[src/rtl/l2_mem_arbiter_if.sv]
// rtl/l2_mem_arbiter_if.sv - L2-side and memory-side TileLink-UL A/D channel bundle for l2_mem_arbiter
interface l2_mem_arbiter_if #(
  parameter int NUM_PORTS = 2,
  parameter int OP_W      = 3,
  parameter int SIZE_W    = 3,
  parameter int SRC_W     = 4,
  parameter int ADDR_W    = 32,
  parameter int DATA_W    = 64,
  parameter int MASK_W    = 8
);
  localparam int PORT_W  = $clog2(NUM_PORTS);
  localparam int PARAM_W = 3;

  logic [NUM_PORTS-1:0]         in_a_valid;
  logic [NUM_PORTS-1:0]         in_a_ready;
  logic [NUM_PORTS*OP_W-1:0]    in_a_opcode;
  logic [NUM_PORTS*SIZE_W-1:0]  in_a_size;
  logic [NUM_PORTS*SRC_W-1:0]   in_a_source;
  logic [NUM_PORTS*ADDR_W-1:0]  in_a_address;
  logic [NUM_PORTS*MASK_W-1:0]  in_a_mask;
  logic [NUM_PORTS*DATA_W-1:0]  in_a_data;
  logic [NUM_PORTS*PARAM_W-1:0] in_a_param;

  logic [NUM_PORTS-1:0]         in_d_valid;
  logic [NUM_PORTS-1:0]         in_d_ready;
  logic [NUM_PORTS*OP_W-1:0]    in_d_opcode;
  logic [NUM_PORTS*SIZE_W-1:0]  in_d_size;
  logic [NUM_PORTS*SRC_W-1:0]   in_d_source;
  logic [NUM_PORTS*DATA_W-1:0]  in_d_data;
  logic [NUM_PORTS*PARAM_W-1:0] in_d_param;

  logic                         mem_a_valid;
  logic                         mem_a_ready;
  logic [OP_W-1:0]              mem_a_opcode;
  logic [SIZE_W-1:0]            mem_a_size;
  logic [PORT_W+SRC_W-1:0]      mem_a_source;
  logic [ADDR_W-1:0]            mem_a_address;
  logic [MASK_W-1:0]            mem_a_mask;
  logic [DATA_W-1:0]            mem_a_data;
  logic [PARAM_W-1:0]           mem_a_param;

  logic                         mem_d_valid;
  logic                         mem_d_ready;
  logic [OP_W-1:0]              mem_d_opcode;
  logic [SIZE_W-1:0]            mem_d_size;
  logic [PORT_W+SRC_W-1:0]      mem_d_source;
  logic [DATA_W-1:0]            mem_d_data;
  logic [PARAM_W-1:0]           mem_d_param;

  // The arbiter is the slave of the L2 A channels and the master of the memory A channel.
  modport slave (
    input  in_a_valid, in_a_opcode, in_a_size, in_a_source, in_a_address, in_a_mask, in_a_data, in_a_param,
    output in_a_ready,
    output in_d_valid, in_d_opcode, in_d_size, in_d_source, in_d_data, in_d_param,
    input  in_d_ready,
    output mem_a_valid, mem_a_opcode, mem_a_size, mem_a_source, mem_a_address, mem_a_mask, mem_a_data, mem_a_param,
    input  mem_a_ready,
    input  mem_d_valid, mem_d_opcode, mem_d_size, mem_d_source, mem_d_data, mem_d_param,
    output mem_d_ready
  );

  modport master (
    output in_a_valid, in_a_opcode, in_a_size, in_a_source, in_a_address, in_a_mask, in_a_data, in_a_param,
    input  in_a_ready,
    input  in_d_valid, in_d_opcode, in_d_size, in_d_source, in_d_data, in_d_param,
    output in_d_ready,
    input  mem_a_valid, mem_a_opcode, mem_a_size, mem_a_source, mem_a_address, mem_a_mask, mem_a_data, mem_a_param,
    output mem_a_ready,
    output mem_d_valid, mem_d_opcode, mem_d_size, mem_d_source, mem_d_data, mem_d_param,
    input  mem_d_ready
  );
endinterface

[src/rtl/l2_mem_arbiter.sv]
// rtl/l2_mem_arbiter.sv - round-robin merge of L2 A channels onto one memory port, tagged D routing back
// Optional performance counters are built when L2ARB_PERF_CNT_EN is defined.
module l2_mem_arbiter #(
  parameter int NUM_PORTS = 2,
  parameter int OP_W      = 3,
  parameter int SIZE_W    = 3,
  parameter int SRC_W     = 4,
  parameter int ADDR_W    = 32,
  parameter int DATA_W    = 64,
  parameter int MASK_W    = 8,
  parameter int MAX_OUTST = 4
) (
  input  logic            clk,
  input  logic            rstn,
  l2_mem_arbiter_if.slave bus,
  output logic            err_sticky
`ifdef L2ARB_PERF_CNT_EN
  ,
  output logic [NUM_PORTS*32-1:0] perf_grant_cnt,
  output logic [31:0]             perf_stall_cnt
`endif
);
  localparam int PORT_W  = $clog2(NUM_PORTS);
  localparam int CNT_W   = $clog2(MAX_OUTST + 1);
  localparam int PARAM_W = 3;

  logic                 rst_meta;
  logic                 rst_n;
  logic [PORT_W-1:0]    rr_ptr;
  logic [CNT_W-1:0]     outst [NUM_PORTS];
  logic [NUM_PORTS-1:0] eligible;
  logic [NUM_PORTS-1:0] a_fire;
  logic [NUM_PORTS-1:0] d_fire;
  logic                 slot_free;
  logic                 grant_vld;
  logic [PORT_W-1:0]    grant_idx;
  logic [PORT_W-1:0]    d_tag;
  logic                 bad_tag;

  // Assertion is immediate; release passes through two flops so every state flop leaves reset on the same edge.
  always_ff @(posedge clk or negedge rstn) begin
    if (!rstn) begin
      rst_meta <= 1'b0;
      rst_n    <= 1'b0;
    end else begin
      rst_meta <= 1'b1;
      rst_n    <= rst_meta;
    end
  end

  assign slot_free = !bus.mem_a_valid || bus.mem_a_ready;

  always_comb begin
    eligible = '0;
    for (int i = 0; i < NUM_PORTS; i++)
      eligible[i] = bus.in_a_valid[i] && (outst[i] < CNT_W'(MAX_OUTST));
  end

  // Walk from the farthest candidate back to rr_ptr so the nearest eligible port is written last.
  always_comb begin
    int p;
    grant_vld = 1'b0;
    grant_idx = '0;
    p         = 0;
    for (int k = NUM_PORTS - 1; k >= 0; k--) begin
      p = int'(rr_ptr) + k;
      if (p >= NUM_PORTS)
        p = p - NUM_PORTS;
      if (eligible[PORT_W'(p)]) begin
        grant_vld = 1'b1;
        grant_idx = PORT_W'(p);
      end
    end
  end

  always_comb begin
    bus.in_a_ready = '0;
    if (rst_n && slot_free && grant_vld)
      bus.in_a_ready[grant_idx] = 1'b1;
  end

  assign a_fire = bus.in_a_valid & bus.in_a_ready;

  always_ff @(posedge clk or negedge rst_n) begin
    if (!rst_n) begin
      bus.mem_a_valid   <= 1'b0;
      bus.mem_a_opcode  <= '0;
      bus.mem_a_size    <= '0;
      bus.mem_a_source  <= '0;
      bus.mem_a_address <= '0;
      bus.mem_a_mask    <= '0;
      bus.mem_a_data    <= '0;
      bus.mem_a_param   <= '0;
      rr_ptr            <= '0;
    end else if (slot_free) begin
      if (grant_vld) begin
        bus.mem_a_valid   <= 1'b1;
        bus.mem_a_opcode  <= bus.in_a_opcode[grant_idx*OP_W +: OP_W];
        bus.mem_a_size    <= bus.in_a_size[grant_idx*SIZE_W +: SIZE_W];
        bus.mem_a_source  <= {grant_idx, bus.in_a_source[grant_idx*SRC_W +: SRC_W]};
        bus.mem_a_address <= bus.in_a_address[grant_idx*ADDR_W +: ADDR_W];
        bus.mem_a_mask    <= bus.in_a_mask[grant_idx*MASK_W +: MASK_W];
        bus.mem_a_data    <= bus.in_a_data[grant_idx*DATA_W +: DATA_W];
        bus.mem_a_param   <= bus.in_a_param[grant_idx*PARAM_W +: PARAM_W];
        rr_ptr            <= (int'(grant_idx) == NUM_PORTS - 1) ? '0 : grant_idx + 1'b1;
      end else begin
        bus.mem_a_valid <= 1'b0;
      end
    end
  end

  assign d_tag   = bus.mem_d_source[SRC_W +: PORT_W];
  assign bad_tag = int'(d_tag) >= NUM_PORTS;

  // A response carrying an unknown tag is swallowed so it cannot stall the memory D channel.
  always_comb begin
    bus.in_d_valid  = '0;
    bus.mem_d_ready = bad_tag;
    d_fire          = '0;
    for (int i = 0; i < NUM_PORTS; i++) begin
      if (!bad_tag && d_tag == PORT_W'(i)) begin
        bus.in_d_valid[i] = rst_n && bus.mem_d_valid;
        bus.mem_d_ready   = bus.in_d_ready[i];
        d_fire[i]         = bus.mem_d_valid && bus.in_d_ready[i];
      end
    end
  end

  assign bus.in_d_opcode = {NUM_PORTS{bus.mem_d_opcode}};
  assign bus.in_d_size   = {NUM_PORTS{bus.mem_d_size}};
  assign bus.in_d_source = {NUM_PORTS{bus.mem_d_source[SRC_W-1:0]}};
  assign bus.in_d_data   = {NUM_PORTS{bus.mem_d_data}};
  assign bus.in_d_param  = {NUM_PORTS{bus.mem_d_param}};

  always_ff @(posedge clk or negedge rst_n) begin
    if (!rst_n) begin
      for (int i = 0; i < NUM_PORTS; i++)
        outst[i] <= '0;
      err_sticky <= 1'b0;
    end else begin
      for (int i = 0; i < NUM_PORTS; i++) begin
        if (a_fire[i] && !d_fire[i])
          outst[i] <= outst[i] + 1'b1;
        else if (d_fire[i] && !a_fire[i] && outst[i] != '0)
          outst[i] <= outst[i] - 1'b1;
        if (d_fire[i] && outst[i] == '0)
          err_sticky <= 1'b1;
      end
      if (bus.mem_d_valid && bad_tag)
        err_sticky <= 1'b1;
    end
  end

`ifdef L2ARB_PERF_CNT_EN
  always_ff @(posedge clk or negedge rst_n) begin
    if (!rst_n) begin
      perf_grant_cnt <= '0;
      perf_stall_cnt <= '0;
    end else begin
      for (int i = 0; i < NUM_PORTS; i++) begin
        if (a_fire[i] && perf_grant_cnt[i*32 +: 32] != 32'hFFFF_FFFF)
          perf_grant_cnt[i*32 +: 32] <= perf_grant_cnt[i*32 +: 32] + 32'd1;
      end
      if (bus.mem_a_valid && !bus.mem_a_ready && perf_stall_cnt != 32'hFFFF_FFFF)
        perf_stall_cnt <= perf_stall_cnt + 32'd1;
    end
  end
`endif

endmodule

[src/flat_wrapper.sv]
// flat-port wrapper written by rule: the top's interface ports become plain ports
module l2_mem_arbiter_flat 
#(
  parameter int NUM_PORTS = 2,
  parameter int OP_W      = 3,
  parameter int SIZE_W    = 3,
  parameter int SRC_W     = 4,
  parameter int ADDR_W    = 32,
  parameter int DATA_W    = 64,
  parameter int MASK_W    = 8,
  parameter int MAX_OUTST = 4
)
  (clk, rstn, err_sticky, bus_in_a_valid, bus_in_a_opcode, bus_in_a_size, bus_in_a_source, bus_in_a_address, bus_in_a_mask, bus_in_a_data, bus_in_a_param, bus_in_a_ready, bus_in_d_valid, bus_in_d_opcode, bus_in_d_size, bus_in_d_source, bus_in_d_data, bus_in_d_param, bus_in_d_ready, bus_mem_a_valid, bus_mem_a_opcode, bus_mem_a_size, bus_mem_a_source, bus_mem_a_address, bus_mem_a_mask, bus_mem_a_data, bus_mem_a_param, bus_mem_a_ready, bus_mem_d_valid, bus_mem_d_opcode, bus_mem_d_size, bus_mem_d_source, bus_mem_d_data, bus_mem_d_param, bus_mem_d_ready);
  l2_mem_arbiter_if #(.NUM_PORTS(NUM_PORTS), .OP_W(OP_W), .SIZE_W(SIZE_W), .SRC_W(SRC_W), .ADDR_W(ADDR_W), .DATA_W(DATA_W), .MASK_W(MASK_W)) bus_i ();
  input  logic clk;
  input  logic rstn;
  output logic err_sticky;
  input wire logic [$bits(bus_i.in_a_valid)-1:0] bus_in_a_valid;
  input wire logic [$bits(bus_i.in_a_opcode)-1:0] bus_in_a_opcode;
  input wire logic [$bits(bus_i.in_a_size)-1:0] bus_in_a_size;
  input wire logic [$bits(bus_i.in_a_source)-1:0] bus_in_a_source;
  input wire logic [$bits(bus_i.in_a_address)-1:0] bus_in_a_address;
  input wire logic [$bits(bus_i.in_a_mask)-1:0] bus_in_a_mask;
  input wire logic [$bits(bus_i.in_a_data)-1:0] bus_in_a_data;
  input wire logic [$bits(bus_i.in_a_param)-1:0] bus_in_a_param;
  output wire logic [$bits(bus_i.in_a_ready)-1:0] bus_in_a_ready;
  output wire logic [$bits(bus_i.in_d_valid)-1:0] bus_in_d_valid;
  output wire logic [$bits(bus_i.in_d_opcode)-1:0] bus_in_d_opcode;
  output wire logic [$bits(bus_i.in_d_size)-1:0] bus_in_d_size;
  output wire logic [$bits(bus_i.in_d_source)-1:0] bus_in_d_source;
  output wire logic [$bits(bus_i.in_d_data)-1:0] bus_in_d_data;
  output wire logic [$bits(bus_i.in_d_param)-1:0] bus_in_d_param;
  input wire logic [$bits(bus_i.in_d_ready)-1:0] bus_in_d_ready;
  output wire logic [$bits(bus_i.mem_a_valid)-1:0] bus_mem_a_valid;
  output wire logic [$bits(bus_i.mem_a_opcode)-1:0] bus_mem_a_opcode;
  output wire logic [$bits(bus_i.mem_a_size)-1:0] bus_mem_a_size;
  output wire logic [$bits(bus_i.mem_a_source)-1:0] bus_mem_a_source;
  output wire logic [$bits(bus_i.mem_a_address)-1:0] bus_mem_a_address;
  output wire logic [$bits(bus_i.mem_a_mask)-1:0] bus_mem_a_mask;
  output wire logic [$bits(bus_i.mem_a_data)-1:0] bus_mem_a_data;
  output wire logic [$bits(bus_i.mem_a_param)-1:0] bus_mem_a_param;
  input wire logic [$bits(bus_i.mem_a_ready)-1:0] bus_mem_a_ready;
  input wire logic [$bits(bus_i.mem_d_valid)-1:0] bus_mem_d_valid;
  input wire logic [$bits(bus_i.mem_d_opcode)-1:0] bus_mem_d_opcode;
  input wire logic [$bits(bus_i.mem_d_size)-1:0] bus_mem_d_size;
  input wire logic [$bits(bus_i.mem_d_source)-1:0] bus_mem_d_source;
  input wire logic [$bits(bus_i.mem_d_data)-1:0] bus_mem_d_data;
  input wire logic [$bits(bus_i.mem_d_param)-1:0] bus_mem_d_param;
  output wire logic [$bits(bus_i.mem_d_ready)-1:0] bus_mem_d_ready;
  assign bus_i.in_a_valid = bus_in_a_valid;
  assign bus_i.in_a_opcode = bus_in_a_opcode;
  assign bus_i.in_a_size = bus_in_a_size;
  assign bus_i.in_a_source = bus_in_a_source;
  assign bus_i.in_a_address = bus_in_a_address;
  assign bus_i.in_a_mask = bus_in_a_mask;
  assign bus_i.in_a_data = bus_in_a_data;
  assign bus_i.in_a_param = bus_in_a_param;
  assign bus_in_a_ready = bus_i.in_a_ready;
  assign bus_in_d_valid = bus_i.in_d_valid;
  assign bus_in_d_opcode = bus_i.in_d_opcode;
  assign bus_in_d_size = bus_i.in_d_size;
  assign bus_in_d_source = bus_i.in_d_source;
  assign bus_in_d_data = bus_i.in_d_data;
  assign bus_in_d_param = bus_i.in_d_param;
  assign bus_i.in_d_ready = bus_in_d_ready;
  assign bus_mem_a_valid = bus_i.mem_a_valid;
  assign bus_mem_a_opcode = bus_i.mem_a_opcode;
  assign bus_mem_a_size = bus_i.mem_a_size;
  assign bus_mem_a_source = bus_i.mem_a_source;
  assign bus_mem_a_address = bus_i.mem_a_address;
  assign bus_mem_a_mask = bus_i.mem_a_mask;
  assign bus_mem_a_data = bus_i.mem_a_data;
  assign bus_mem_a_param = bus_i.mem_a_param;
  assign bus_i.mem_a_ready = bus_mem_a_ready;
  assign bus_i.mem_d_valid = bus_mem_d_valid;
  assign bus_i.mem_d_opcode = bus_mem_d_opcode;
  assign bus_i.mem_d_size = bus_mem_d_size;
  assign bus_i.mem_d_source = bus_mem_d_source;
  assign bus_i.mem_d_data = bus_mem_d_data;
  assign bus_i.mem_d_param = bus_mem_d_param;
  assign bus_mem_d_ready = bus_i.mem_d_ready;
  l2_mem_arbiter #(.NUM_PORTS(NUM_PORTS), .OP_W(OP_W), .SIZE_W(SIZE_W), .SRC_W(SRC_W), .ADDR_W(ADDR_W), .DATA_W(DATA_W), .MASK_W(MASK_W), .MAX_OUTST(MAX_OUTST)) u_core (.clk(clk), .rstn(rstn), .bus(bus_i), .err_sticky(err_sticky));
endmodule
[config.mk]
export PLATFORM = sky130hd
export DESIGN_NAME = l2_mem_arbiter_flat
export DESIGN_NICKNAME = d
export VERILOG_FILES = /design/src/rtl/l2_mem_arbiter_if.sv /design/src/rtl/l2_mem_arbiter.sv /design/src/flat_wrapper.sv
export SDC_FILE = /design/constraint.sdc
export NUM_CORES = 1
export LEC_CHECK = 0
export BUFFER_PORTS_ARGS = -buffer_cell sky130_fd_sc_hd__buf_2
export CAP_MARGIN = 20
export CORE_AREA = 5 5 229 231
export CTS_CLUSTER_DIAMETER = 100
export DETAILED_ROUTE_END_ITERATION = 7
export DIE_AREA = 0 0 234 236
export SLEW_MARGIN = 20
export SYNTH_ARGS = -nofsm -noshare
export SYNTH_HDL_FRONTEND = slang
export SYNTH_SLANG_ARGS = --single-unit
export TNS_END_PERCENT = 1
[constraint.sdc]
create_clock -name clk -period 7.9 [get_ports clk]
set_input_delay 0.79 -clock clk [delete_from_list [all_inputs] [get_ports clk]]
set_output_delay 0.79 -clock clk [all_outputs]
set_load 0.01 [all_outputs]
* Yosys cells after proc, flatten, opt, wreduce, memory -nomap -nowiden *
Index checks and enable logic that the tools add are counted.

cells by class
  order comparisons = 7
  multipliers = 1
  shift operators = 7
  reduce and logical (&&, ||, !) cells = 29
  bitwise logic cells = 1
  $add $sub $neg = 8
  muxes and demuxes = 26

operator list
  operator             number
  $shiftx 128x8->64    1
  $shiftx 64x7->32     1
  $mux 1               20
  $shiftx 6x4->3       3
  $shiftx 16x5->8      1
  $logic_and 1x1->1    15
  $mux 3               4
  $shiftx 8x4->4       1
  $add 3x1->3 const B  2
  $logic_not 3->1      2
  $lt 1x3->1 const B   2
  $reduce_bool 2->1    3
  $reduce_bool 3->1    2
  $sub 3x1->3 const B  2
  $logic_not 1->1      5
  $lt 3x3->1 const B   1
  $mul 1x2->3 const B  1
  $add 1x1->2 const B  1
  $and 2x2->2          1
  $ge 1x2->1 const B   1
  $ge 2x2->1 const B   1
  $lt 1x2->1 const B   1
  $mux 2               1
  $reduce_and 2->1     1
  5 further kinds      6

storage, ports and cells
  logic and storage cells = 93
  register bits = 129
  output and inout port bits = 279
  input bits = 320

* Longest topological paths before layout *
Gate-level depths: netlist of run 1.

  depth after elaboration = 19
  gate-level depth with buffers = 8
  mapped depth without buffers = 7

* Worst setup path after synthesis of run 1 *
No wires, ideal clock.

  path kind = flip-flop to flip-flop
  from = reg u_core.rst_n
  to = reg u_core.outst[2] (netlist name)
  period minus slack after synthesis = 5.183 ns
  cell stages (with the launch flop) = 8
  path buffers = 0
  setup slack = 2.717 ns
  arrival time = 5.104 ns
  library setup time = 0.079 ns
  cells stage by stage = dfrtp_1 > nand3_1 > or3_4 > nand2b_1 > fa_1 > or4b_1 > mux2i_1 > xor2_1

between the ends
  word-level cells in the longest chain between the ends = 8

RTL lines
  item                               line                   source
  start, declared                    l2_mem_arbiter.sv:28   logic rst_n;
  start signal, assigned             l2_mem_arbiter.sv:47   rst_n <= rst_meta;
  $logic_and 1x1->1 * (2 in series)  l2_mem_arbiter.sv:78   if (rst_n && slot_free && grant_vld)
  $mux 2 *                           l2_mem_arbiter.sv:78
  $and 2x2->2 *                      l2_mem_arbiter.sv:82   assign a_fire = bus.in_a_valid & bus.in_a_ready;
  $logic_not 1->1                    l2_mem_arbiter.sv:144  else if (d_fire[i] && !a_fire[i] && outst[i] != '0)
  $logic_and 1x1->1 (2 in series)    l2_mem_arbiter.sv:144
  $reduce_bool 2->1 (no line)        --
  end signal, assigned by index      l2_mem_arbiter.sv:143  outst[i] <= outst[i] + 1'b1;
  end signal, assigned by index      l2_mem_arbiter.sv:145  outst[i] <= outst[i] - 1'b1;
  end, declared                      l2_mem_arbiter.sv:30   logic [CNT_W-1:0] outst [NUM_PORTS];

Every way passes the cells marked *; elsewhere a longest branch is shown, timed or not.
A chain may end at the register's enable or synchronous reset.

* Worst setup path after layout of run 1 *
  from = reg u_core.rst_n
  to = out bus_in_a_ready[1]

between the ends
  word-level cells in the longest chain between the ends = 3

RTL lines
  item                             line                  source
  $logic_and 1x1->1 (2 in series)  l2_mem_arbiter.sv:78
  $mux 2                           l2_mem_arbiter.sv:78
  end, declared                    flat_wrapper.sv:26    output wire logic [$bits(bus_i.in_a_ready)-1:0] bus_in_a_ready;

Every way passes these cells.

==> results of run 1 <==
[cell usage in the layout (no fill, tap or decap), drive strengths merged, types with 2 or more instances in the layout]
master    instances
a21oi           118
and3              3
buf             375
bufinv            3
clkbuf           20
clkinv            5
clkinvlp          2
dfrtp           129
fa                2
inv               2
mux2              4
mux2i           119
nand2             5
nand2b            2
nand3             2
nor2            126
nor3              2
or3               2
xnor2             2
xor2              2
[cell families (layout without fill, tap and decap cells)]
family                   after synthesis  count (layout)  synth area share
flip-flops                           129             129             0.451
buffers and inverters                195             407             0.188
AO/OA/AOI/OAI                        124             124            0.0888
multiplexers                         123             123             0.173
adder cells (fa/ha/maj)                2               2           0.00559
XOR/XNOR                               4               4           0.00490
other                                  1               1          0.000524
AND/OR/NAND/NOR                      148             148            0.0879
[metal layers]
layer | GRT usage | share of wire | vias up
met2 | 0.130 | 0.47 | 349
li1 | - | - | 2690
met3 | 0.0416 | 0.12 | 86
met5 | 0.00446 | 0 | -
met1 | 0.0767 | 0.35 | 2538
met4 | 0.0573 | 0.060 | 0
[per-stage QoR]
step,hold slack [ps],instances,util,setup slack [ps]
6_report,118,1610,0.184,4880
5_1_grt,66.3,1610,0.184,4590
4_1_cts,53.1,1610,0.184,4690
3_5_place_dp,256,1578,0.172,4920
3_3_place_gp,253,1578,0.172,4960
2_1_floorplan,331,726,-,2720
[sequential cells by signal, summed over array words and instances (netlist names)]
name,count
u_core.bus.mem_a_data,64
u_core.bus.mem_a_address,32
u_core.bus.mem_a_mask,8
u_core.outst,6
u_core.bus.mem_a_source,5
u_core.bus.mem_a_opcode,3
u_core.bus.mem_a_param,3
u_core.bus.mem_a_size,3
u_core.bus.mem_a_valid,1
u_core.err_sticky,1
u_core.rr_ptr,1
u_core.rst_meta,1
u_core.rst_n,1
[power by group through the flow]
stage | clock network [uW] | logic (uW) | registers [uW]
2_1_floorplan | 0 | 853 | 1310
3_3_place_gp | 0 | 1440 | 1180
3_5_place_dp | 0 | 1470 | 1180
4_1_cts | 893 | 1470 | 1180
5_1_grt | 916 | 1590 | 1220
6_report | 846 | 1440 | 1170
[cell type report]
cell class / count / area, um2 / area share
flip-flops and latches: 129 / 3240 / 0.352
clock buffers: 20 / 467 / 0.0508
multi-input cells: 402 / 2590 / 0.282
repair buffers: 375 / 1900 / 0.206
well taps: 672 / 841 / 0.0915
clock inverters: 12 / 155 / 0.0169
[worst max-delay path by stage]
| stage | to | cells past startpoint |
|---|---|---|
| CTS | bus_in_a_ready[1] | 3 |
| detailed placement | u_core.bus.mem_a_source[4] | 6 |
| finish | bus_in_a_ready[1] | 3 |
| global route | bus_in_a_ready[1] | 3 |
| global placement | u_core.bus.mem_a_source[4] | 6 |
| floorplan | u_core.outst[2] | 7 |
==> results by stage, run 1 <==
Run status:
- The run finished with clean final reports.

Timing:
- The time the worst path needs with I/O delays and setup is about 3000 ps.
- The fmax is around 330 MHz.
- Adding up every negative setup slack in the final design gives 0 ps.
- The number of max-slew violations in the final report is 0.
- The worst slew margin relative to its limit is 0.309.
- In the finished design, the share of the clock period the worst path needs comes to 0.383.
- The number of endpoints failing setup at the final stage is 0.
- The largest clock skew in the final design is 8.23 ps.
- The slew at the pin closest to its max-slew limit is slightly above 1000 ps.
- The final count of hold timing violations is 0.
- Setup repair after global routing left no endpoint under its margin.

Logic synthesis:
- The async set or reset register ratio after synthesis is 1.00.
- The net count after synthesis is ~1000.
- Counting flops and latches in the post-synthesis netlist gives 129.
- Yosys attributes the largest share of cell area to dfrtp_1, mux2i_1, buf_4, a21oi_1, nor2_1.
- The most common cell in the synthesized netlist is buf_4.
- The total of warnings raised by yosys is 0.
- In the synthesized netlist, the cells that appear most often are buf_4, dfrtp_1, nor2_1.
- Synthesis instantiated 35 different standard cells from the library.
- Of the post-synthesis cell area, the dominant cell type holds 0.451.
- The netlist area before placement is roughly 7000 um2.
- Yosys mapped a number of flops with a built-in enable equal to 0.
- Counting every instance in the synthesized netlist gives between 700 and 800.
- Among all flip-flop cells after synthesis, the most frequent one is dfrtp_1.
- The post-synthesis cell type with the largest combined area is dfrtp_1.
- Of the synthesized area, sequential elements account for 0.451.
- A synthesized cell averages 9.86 um2.

Setup path:
- STA classifies the critical path endpoint as an output port.
- The endpoint of the most critical register-to-register path is u_core.outst[5].
- The worst setup slack for register-to-register paths is slightly above 5000 ps.
- The data arrival time of the critical path is between 2000 and 2500 ps.
- The required time of the critical path is about 7100 ps.
- The maximum fanout count along the critical path is 41.
- The longest individual stage delay on the worst path is between 600 and 700 ps.
- Broken down by cell family, the worst path's largest delay share belongs to buffers and inverters.
- The critical register-to-register path startpoint is u_core.rr_ptr.
- The slowest stage of the critical path is the dfrtp_4 cell.
- The critical path is of the reg -> out type.
- Counting cells, the worst reg-to-reg path comes to 6.
- The worst setup path is launched from a flop.
- The start point of the critical path is u_core.rst_n.
- The number of buffers and inverters on the critical path is 2.
- Traced cell by cell, the critical path runs through buf_4, and3_1, buf_2.

Routing:
- For this run, the detailed router's first-pass iteration total came to 4.
- The number of design rule violations left after detail routing is 0.
- The overall via count from detail_route is ~5700.
- The final antenna-violating net count is 0.
- After detailed routing, the average wire length per cell comes to between 10 and 15 um.
- The first routing iteration left between 150 and 200 violations.
- The final routed wirelength across all metal layers is 22600 um.
- After detailed routing, the number of vias per cell comes to between 3 and 4.

Clock network:
- The total of cells resized after clock tree synthesis is 0.
- The buffer cell driving the clock tree root is clkbuf_16.
- In this run, CTS created clock tree buffers numbering 17.
- Hold repair after CTS inserted 0 buffers.
- The post-CTS repair timing setup buffer count is 0.
- The clock sink total is around 130.
- The H-tree generated during clock tree synthesis spans 4 levels.
- The clock-pin slew of the registers on the worst-case setup and hold paths is approximately 60 ps.
- TritonCTS built the clock tree.
- For the worst-skew pair, the clock arrives at the later sink with an insertion delay of approximately 460 ps.
- The worst-case clock buffer depth is 2.

GRT:
- The overall fraction of global-route tracks in use is 0.0799.
- Global routing finished with a remaining overflow of 0.
- The first global-routing pass estimated 33000 um of wire.
- The via count of the first global-routing pass is 5994.
- The number of antenna violations at the first check in global routing is 1.
- The maximum number of pins on one net before global-route repair is 110.

Final layout:
- The fraction of final layout cells sized beyond drive strength 1 is 0.445.
- The net count of the finished layout is 1247.
- The fill cell total of the finished layout is 5559.
- From synthesis to final layout, the design area changed by 28.4%.
- 0 antenna diodes ended up in the layout.
- The cell area after layout is ~9000 um2.

Place:
- Once detailed placement completed, the half-perimeter wirelength came to roughly 18000 um.
- After detailed placement, the total cell area comes to 8560 um2.
- The count of input and output buffers is 367.
- At the end of routability-driven placement, the weighted congestion stood at between 0.8 and 0.9.

Pwr:
- For this design the static power due to leakage is about 0.0044 uW.
- IR analysis of the VDD net gives a maximum drop of around 0.15 mV.
- In this run the power spent charging and discharging nets is 1320 uW.
- Power comes to approximately 3500 uW.
- The power share of the sequential group is 0.339.
- The share of total power dissipated in combinational logic is 0.416.
- Dividing total power by cell area gives a power density of roughly 380 nW/um2.
- Of the total power, the clock network draws 0.245.
- The internal power is approximately 2100 uW.
- Of the total power, the share spent switching nets is 0.383.

Die:
- Measured along the y axis, the die boundary spans around 240 um.
- The die is ~230 um wide.
- For this design the top-level I/O count stands at approximately 600.
- The placeable core area is ~50000 um2.
- In this run the core area contains 82 standard-cell rows.
- The die covers about 55000 um2.
- The initial core utilization is 0.144.

Hold path:
- The path class of the lowest-slack min-delay path is in -> async.

Job:
- The max-cap check violation count is 0.
No activity file was read; power rests on OpenSTA's default activity.
==> run 2, diff against run 1 <==
CORE_AREA = 5 5 230 232   (was 5 5 229 231)
DIE_AREA = 0 0 235 237   (was 0 0 234 236)
clock period = 2.8 ns   (was 7.9 ns; I/O delays follow)
==> run 2 against run 1 <==
  * Routed wire length decreased by 2.8%
  * Sequential share of layout area decreased by 0.35 points
  * Clock-buffer cell count increased by 2
  * Via count decreased by 0.90%
  * Sequential cell count unchanged
  * Register-to-register slack got worse by 4800 ps
  * Clock skew increased by 6.1 ps
==> results by stage, run 2 (synthesis results as in run 1) <==
Final layout:
- The number of inserted diodes was 0 (unchanged).
- The net count of the finished layout was 1248 (+0.080%).
- The number of flip-flops under the largest register name came to 64 (unchanged).
- The library cell used most frequently in the layout, excluding fill and tap cells, is buf_2.
- The register ranked first by flip-flop count is u_core.bus.mem_a_data.
- In the layout the commonest cells are buf_2, dfrtp_1, nor2_1.
- Compared with the post-synthesis result, the final layout area differs by 29.7%.
- The largest registers in the layout are u_core.bus.mem_a_data (64), u_core.bus.mem_a_address (32), u_core.bus.mem_a_mask (8).
- The fraction of final layout cells sized beyond drive strength 1 is 0.445 (unchanged).

Routing:
- The number of design rule violations left after detail routing is 0 (unchanged).
- The number of detailed-route iterations in the first pass is 4 (unchanged).
- The routed length on met3 is 2440 um (-7.9%).
- The uppermost layer routed is met4.
- The final antenna-violating net count is 0 (unchanged).
- The final routed wirelength across all metal layers is 21900 um (-2.8%).
- The routed wire length per instance is 13.6 um (-3.2%).
- The overall via count from detail_route came to 5612 (-0.90%).
- The met2 wirelength from detailed routing came to 10300 um (-3.5%).
- The starting DRC count in detailed routing is 113 (-26%).
- The vias per cell is 3.47 (-1.4%).
- The met1 wire length is 7930 um (+0.98%).

Place:
- The final weighted congestion in routability-driven placement was 0.827 (about the same).
- The pre-CTS setup slack came to 364 ps (-4560 ps).
- The detailed-placement wirelength estimate was 16700 um (-6.5%).
- The count of input and output buffers is 367 (unchanged).

Timing:
- Setup repair after global routing left no endpoint under its margin.
- The worst path setup slack after routing was 350 ps (-4530 ps).
- Dividing the final minimum period by the clock period gives 0.875.
- The worst slew margin relative to its limit came to 0.399 (+0.0900).
- The time the worst path needs with I/O delays and setup is ~2500 ps.
- The fmax is 408 MHz.
- The final count of hold timing violations was 0 (unchanged).
- The number of endpoints failing setup at the final stage came to 0 (unchanged).
- The final-layout worst hold slack was 115 ps (-2.28 ps).
- The number of max-slew violations in the final report is 0 (unchanged).
- The largest clock skew in the final design is 14.4 ps (+6.14 ps).
- The slew at the pin closest to its max-slew limit is 902 ps (-135 ps).
- The aggregate negative setup slack is 0 ps (unchanged).

Clock network:
- The clock sink total is 129 (unchanged).
- The insertion delay to the later sink of the worst-skew pair is 460 ps (about the same).
- The TritonCTS clock tree is yes.
- The number of H-tree levels is 4 (unchanged).
- In this run the clock root is driven by a clkbuf_16.
- The worst-case clock buffer depth came to 2 (unchanged).
- The number of buffers created by CTS came to 17 (unchanged).
- The clock-pin slew of the registers on the worst-case setup and hold paths is 60 ps (about the same).

Pwr:
- The switching power total came to 3730 uW (+180%).
- The power per cell area is 1060 nW/um2 (+180%).
- The power share of the sequential group is 0.336 (-0.003).
- The fraction of power spent switching nets is 0.378 (-0.00510).
- The worst vdd rail ir drop is 0.700 mV (+380%).
- The share of power burned in the clock network came to 0.246 (about the same).
- The internal power is 6140 uW (+190%).
- The leakage power summed over all cells is 0.00442 uW (+0.84%).
- The share of total power in combinational logic is 0.418 (+0.002).

Job:
- The max-cap check violation count is 0 (unchanged).

Setup path:
- The data arrival time of the critical path was 2820 ps (+590 ps).
- The longest individual stage delay on the worst path is 520 ps (-120 ps).
- STA classifies the critical path endpoint as a flop.
- The required time of the critical path is 3170 ps (-3940 ps).
- Traced cell by cell, the critical path runs through nor2b_1, or3_4, nand2b_4, fa_2, or4b_1, mux2i_1, xor2_1.
- STA classifies the critical path startpoint as a flop.
- The setup path with the least slack is of type reg -> reg.
- The slowest stage of the critical path is the or4b_1 cell.
- The maximum fanout count along the critical path was 4 (-90%).

Die:
- The number of top-level design ports is 599 (unchanged).
- The standard-cell row count is 83 (+1.2%).
- The initial core utilization is 0.141 (-0.00260).
- The floorplan die height was 237 um (+0.42%).
- The horizontal die dimension is 235 um (+0.43%).
- The placeable core area is 50800 um2 (+1.8%).
- The die footprint is 55700 um2 (+0.85%).

GRT:
- The number of antenna violations at the first check in global routing is 0 (-1).
- The maximum number of pins on one net before global-route repair is 131 (+19%).
- The via count of the first global-routing pass is 6107 (+1.9%).
- The overall fraction of global-route tracks in use is 0.0791 (-0.000806).
- The residual overflow from global routing is 0 (unchanged).
- The global-route wire length before repair came to 33600 um (+2.0%).

Hold path:
- The path class of the lowest-slack min-delay path is in -> reg.

Run status:
- The run finished with clean final reports.
## run 2: routing by layer
metal	track usage	vias up
li1	-	2691
met3	0.0454	77
met5	0.00433	-
met2	0.123	309
met1	0.0794	2535
met4	0.0557	0
## run 2: final cells by class
cell class              count  area (um2)
clock buffers              22         474
clock inverters             9         155
fillers                  5596       41500
multi-input cells         402        2610
flip-flops and latches    129        3240
well taps                 680         851
repair buffers            376        1960
## run 2: timing repair
item,4_1_cts,5_1_grt
resized for setup,0,0
hold endpoints to repair,2,0
hold buffers,1,0
setup buffers,0,0
## run 2: critical path, delay by kind of cell (launching register included)
kind	cells	cell delay (ps)
simple gates	4	1330
flops	1	370
fa+ha+maj	1	340
mux	1	180
xor+xnor	1	160
## run 2: power by group through the flow
stage	Combinational, uW	Sequential (uW)	Clock (uW)
6_report	4130	3320	2430
5_1_grt	4580	3450	2640
4_1_cts	4220	3340	2560
3_5_place_dp	4240	3330	0
3_3_place_gp	4140	3310	0
2_1_floorplan	2410	3680	0
## run 2: final timing paths
kind	slack (ps)	startpoint	end	depth (start not counted)
max	350	u_core.bus.mem_a_valid	u_core.outst[2]	7
min	120	bus_in_a_data[22]	u_core.bus.mem_a_data[22]	3
max reg2reg	350	u_core.bus.mem_a_valid	u_core.outst[2]	7
min reg2reg	360	u_core.rst_meta	u_core.rst_n	0
max in group asynchronous	1670	u_core.rst_n	u_core.bus.mem_a_address[26]	1
min in group asynchronous	170	rstn	u_core.rst_n	2
## run 2: stage by stage
step,total power [uW],instance area (um2),std cells,util
after floorplan,6090,7180,726,-
after global routing,10700,9280,1618,0.183
after global placement,7440,8640,1586,0.170
after detailed placement,7570,8640,1586,0.170
final,9880,9280,1618,0.183
after CTS,10100,9280,1618,0.183
